[src/rtl/mxpl_stream.sv]
// rtl/mxpl_stream.sv - streaming max/average pooling unit with optional ReLU clamp
module mxpl_stream #(
    parameter int DATAW = 20,
    parameter int WIN   = 4,
    parameter int CNTW  = 4
) (
    input  logic                    clk,
    input  logic                    reset,
    input  logic                    flush,
    input  logic [1:0]              mode,
    input  logic                    in_valid,
    output logic                    in_ready,
    input  logic signed [DATAW-1:0] in_data,
    output logic                    out_valid,
    input  logic                    out_ready,
    output logic signed [DATAW-1:0] out_data
);

    localparam int              SUMW   = DATAW + CNTW;
    localparam bit              AVG_OK = ((WIN & (WIN - 1)) == 0);
    localparam int              SHIFT  = $clog2(WIN);
    localparam logic [CNTW-1:0] LAST   = CNTW'(WIN - 1);

    logic [CNTW-1:0]         cnt_q, cnt_d;
    logic signed [SUMW-1:0]  acc_q, acc_d;
    logic [1:0]              mode_q, mode_d;
    logic                    out_valid_q, out_valid_d;
    logic signed [DATAW-1:0] out_data_q, out_data_d;

    logic                    accept;
    logic                    first_beat;
    logic                    last_beat;
    logic [1:0]              mode_eff;
    logic                    avg_en;
    logic signed [SUMW-1:0]  in_ext;
    logic signed [SUMW-1:0]  acc_new;
    logic signed [DATAW-1:0] pool_res;
    logic signed [DATAW-1:0] final_res;

    // Only the completing beat has to wait for a pending result to drain.
    assign in_ready   = !flush && !(out_valid_q && !out_ready && (cnt_q == LAST));
    assign accept     = in_valid && in_ready;
    assign first_beat = (cnt_q == '0);
    assign last_beat  = (cnt_q == LAST);
    // The first beat of a window uses the live mode; later beats use the captured one.
    assign mode_eff   = first_beat ? mode : mode_q;
    assign avg_en     = AVG_OK && mode_eff[0];
    assign in_ext     = {{CNTW{in_data[DATAW-1]}}, in_data};
    assign out_valid  = out_valid_q;
    assign out_data   = out_data_q;

    // Accumulator update and final result for the beat currently offered.
    always_comb begin
        acc_new   = acc_q;
        pool_res  = '0;
        final_res = '0;
        if (first_beat) begin
            acc_new = in_ext;
        end else if (avg_en) begin
            acc_new = acc_q + in_ext;
        end else if (in_ext > acc_q) begin
            acc_new = in_ext;
        end
        if (avg_en) begin
            pool_res = DATAW'(acc_new >>> SHIFT);
        end else begin
            pool_res = DATAW'(acc_new);
        end
        final_res = (mode_eff[1] && pool_res[DATAW-1]) ? '0 : pool_res;
    end

    // Next-state for window counter, accumulator, captured mode and output register.
    always_comb begin
        cnt_d       = cnt_q;
        acc_d       = acc_q;
        mode_d      = mode_q;
        out_valid_d = out_valid_q;
        out_data_d  = out_data_q;
        if (flush) begin
            cnt_d = '0;
            acc_d = '0;
        end else if (accept) begin
            if (first_beat) begin
                mode_d = mode;
            end
            acc_d = acc_new;
            cnt_d = last_beat ? '0 : cnt_q + CNTW'(1);
        end
        if (accept && last_beat) begin
            out_valid_d = 1'b1;
            out_data_d  = final_res;
        end else if (out_valid_q && out_ready) begin
            out_valid_d = 1'b0;
        end
    end

    // State registers with synchronous active-low reset taking priority.
    always_ff @(posedge clk) begin
        if (!reset) begin
            cnt_q       <= '0;
            acc_q       <= '0;
            mode_q      <= '0;
            out_valid_q <= 1'b0;
            out_data_q  <= '0;
        end else begin
            cnt_q       <= cnt_d;
            acc_q       <= acc_d;
            mode_q      <= mode_d;
            out_valid_q <= out_valid_d;
            out_data_q  <= out_data_d;
        end
    end

endmodule

[config.mk]
export PLATFORM = sky130hd
export DESIGN_NAME = mxpl_stream
export DESIGN_NICKNAME = d
export VERILOG_FILES = /design/src/rtl/mxpl_stream.sv
export SDC_FILE = /design/constraint.sdc
export NUM_CORES = 1
export LEC_CHECK = 0
export ABC_AREA = 1
export BUFFER_PORTS_ARGS = -buffer_cell sky130_fd_sc_hd__clkbuf_2
export CAP_MARGIN = 5
export CORE_UTILIZATION = 60
export CTS_CLUSTER_DIAMETER = 60
export DETAILED_ROUTE_END_ITERATION = 16
export GPL_TIMING_DRIVEN = 0
export PLACE_DENSITY = 0.82
export SETUP_SLACK_MARGIN = 0.3
export SLEW_MARGIN = 20
export SYNTH_ARGS = -nofsm -noshare
export SYNTH_HDL_FRONTEND = slang
export SYNTH_SLANG_ARGS = --single-unit
[constraint.sdc]
create_clock -name clk -period 3.85 [get_ports clk]
set_input_delay 0.1925 -clock clk [delete_from_list [all_inputs] [get_ports clk]]
set_output_delay 0.1925 -clock clk [all_outputs]
set_load 0.03 [all_outputs]
==> flow_summary.toml <==
[floorplan]
die_y_um = 95.8
rows = 33
die_x_um = 95.8
initial_core_util_pct = 63.0
core_um2 = 8380
num_io_pins = 49
dieArea_um2 = 9180

[power_and_ir_drop]
power_density_nw_per_um2 = 250
ir_drop_mv = 0.278
p_leak_nw = 3.02
totalPowerFinal_w = 0.00144

[logic_synthesis]
yosysWarnings = 0
synth.distinct_cells = 39
synth_common_cells = "nand2_1, inv_1, nand3_1"
yosysTopAreaCell = "dfxtp_1"
synthCells = 888
synth_edf_count = 0
synth_flop_cell = "dfxtp_1"
synth_nets = 965
ys_ff_latch = 51
postSynthAreaPerCell_um2 = 5.95
synth.most_common_cell = "nand2_1"
netlist_top_cells_area = "dfxtp_1, nand2_1, ha_1"
yosysTopAreaCellShare_pct = 19.3
yosysSeqAreaShare_pct = 19.3
ys_async_sr_fraction_pct = 0
synth_area_um2 = 5280

[cells_and_area]
n_antenna_cell = 0
drive_gt1_share_pct = 12.1
fin_util_pct = 68.6
syn_to_final_growth_pct = 8.91
final_nets = 1020

[sta]
rsz0062_at_grt = "no"
final-max-slew-violation-count = 0
max_slew_margin_pct = 53.9
period_share_pct = 78.4
finalCriticalPeriod_ps = 3020
clock_skew_ps = 5.68
tightestPinTransition_ps = 692
whs_ps = 133
fin_setup_tns_ps = 0
hold_viol = 0
finalSetupViolCount = 0
fmax_ghz = 0.331

[critical_path]
cp_slowest_stage_delay_ps = 480
cp-end-kind = "flop"
slowest_stage = "dfxtp_1"
path_class = "flop to flop"
crit_fanout = 10
startpoint_type = "flop"
critPathArrivalTime_ps = 3260
crit_top_cell = "nand2_1"
crit_chain = "inv_1 -> ha_1 -> nand2_1 -> nor3_2 -> nand2_1 -> nand2_1 -> nand2_1 -> nand3_2 -> nand2_1 -> nand3_2 -> buf_4 -> nand3_1 -> nand3_1 -> nand2_1 -> nand2_1 -> nor2_1 -> nor2_1 -> nand2_1 -> a21oi_1"
cp_data_required_time_ps = 4090

[placed_design]
port_buffers = 48
dp_hpwl_um = 13900
gp_congestion = 1.03

[global_routing]
grt_pass1_wl_um = 27100
grt_antenna_before_repair = 0
grt_max_degree = 17
grt_pass1_vias = 5715
grt_usage_pct = 39.3
overflow = 0

[run]
drv_cap = 0

[clock_network]
cts.sinks = 51
h-tree-depth = 2
clockBufferDepth = 2
cts_tree = "done"
clkSlewWorstSetupHoldPaths_ps = 100
cts_buffers = 5
clk_latency_ps = 320
cts_root_buf = "clkbuf_8"
ctsHoldBuffers = 0
cts.repair.resized = 0
cts_setup_buffers = 0

[routing]
postRouteAntennaNets = 0
drc = 0
viasPerCell = 5.87
wl_um = 17600
vias = 6156
drtIter0Drc = 583
routedWlPerCell_um = 16.8
firstDrtPassIters = 5

[min_path]
hp-class = "input pin to flop"

[run_status]
status = "finished, final reports clean"
## worst paths after layout
path                                  from                        end  slack (ps)  depth (start not counted)
setup / recovery     acc_q[7]$_SDFFE_PP0P_  out_data[18]$_SDFFE_PN0P_         830                         19
hold / removal                       reset     mode_q[0]$_SDFFE_PN0P_         130                          3
setup reg to reg     acc_q[7]$_SDFFE_PP0P_  out_data[18]$_SDFFE_PN0P_         830                         19
hold reg to reg   out_data[1]$_SDFFE_PN0P_   out_data[1]$_SDFFE_PN0P_         470                          2
## critical path: cells and delay by family (launching register included)
kind	cells	cell delay [ps]
and+or+nand+nor	15	1660
DFF	1	480
adders and majority gates	1	360
buffers and inverters	2	300
AOI/OAI and AO/OA	1	150
## cell usage in the layout, fill, tap and decap left out, types with 9 or more instances in the layout
| cell | n |
|---|---|
| nand4_1 | 12 |
| nand2_1 | 238 |
| nand3_2 | 12 |
| clkbuf_2 | 48 |
| nor2_1 | 75 |
| o211ai_1 | 9 |
| ha_1 | 49 |
| a21oi_2 | 13 |
| buf_2 | 10 |
| inv_1 | 134 |
| o21ai_0 | 45 |
| a21oi_1 | 76 |
| clkbuf_1 | 16 |
| dfxtp_1 | 51 |
| nand3_1 | 88 |
## where the power goes
| group | total (W) | internal (W) | switching [W] |
|---|---|---|---|
| logic | 0.000532 | 0.000166 | 0.000366 |
| clock network | 0.000354 | 0.000147 | 0.000207 |
| registers | 0.000551 | 0.000538 | 0.0000123 |
| total | 0.00144 | 0.000852 | 0.000585 |
## flip-flops by register name, indices dropped and copies added (netlist names)
register	cells
acc_q	24
cnt_q	4
mode_q	2
out_data	20
out_valid	1
## area by class of cell
type                            count  area [um2]
Multi-Input combinational cell    660        3540
Fill cell                         809        2630
Sequential cell                    51        1020
Inverter                          143         537
Timing Repair Buffer               48         240
Buffer                             34         183
Tap cell                          105         131
Clock buffer                        6        82.6
Clock inverter                      2        16.3
## cell families (layout without fill, tap and decap cells)
group / count (synthesis) / count (layout) / synth area share, %
flops: 51 / 51 / 19.3
buf+inv: 177 / 233 / 13.6
compound gates: 163 / 163 / 17.7
fa+ha+maj: 50 / 50 / 12.0
xor+xnor: 6 / 6 / 0.995
simple gates: 441 / 441 / 36.4
## metrics by stage
stage / instance area [um2] / std cells / worst slack (ps)
global placement: 5650 / 1041 / 1060
global route: 5750 / 1049 / 578
detailed placement: 5650 / 1041 / 968
floorplan: 5280 / 888 / 1380
CTS: 5750 / 1049 / 925
finish: 5750 / 1049 / 832
## layer usage
metal | GRT usage [%] | part of all wire [%]
met4 | 22.0 | 5.8
met2 | 65.9 | 45
met5 | 0 | 0
met3 | 6.08 | 8.6
met1 | 47.8 | 41
Note: power is estimated with default switching activity, not from simulation.
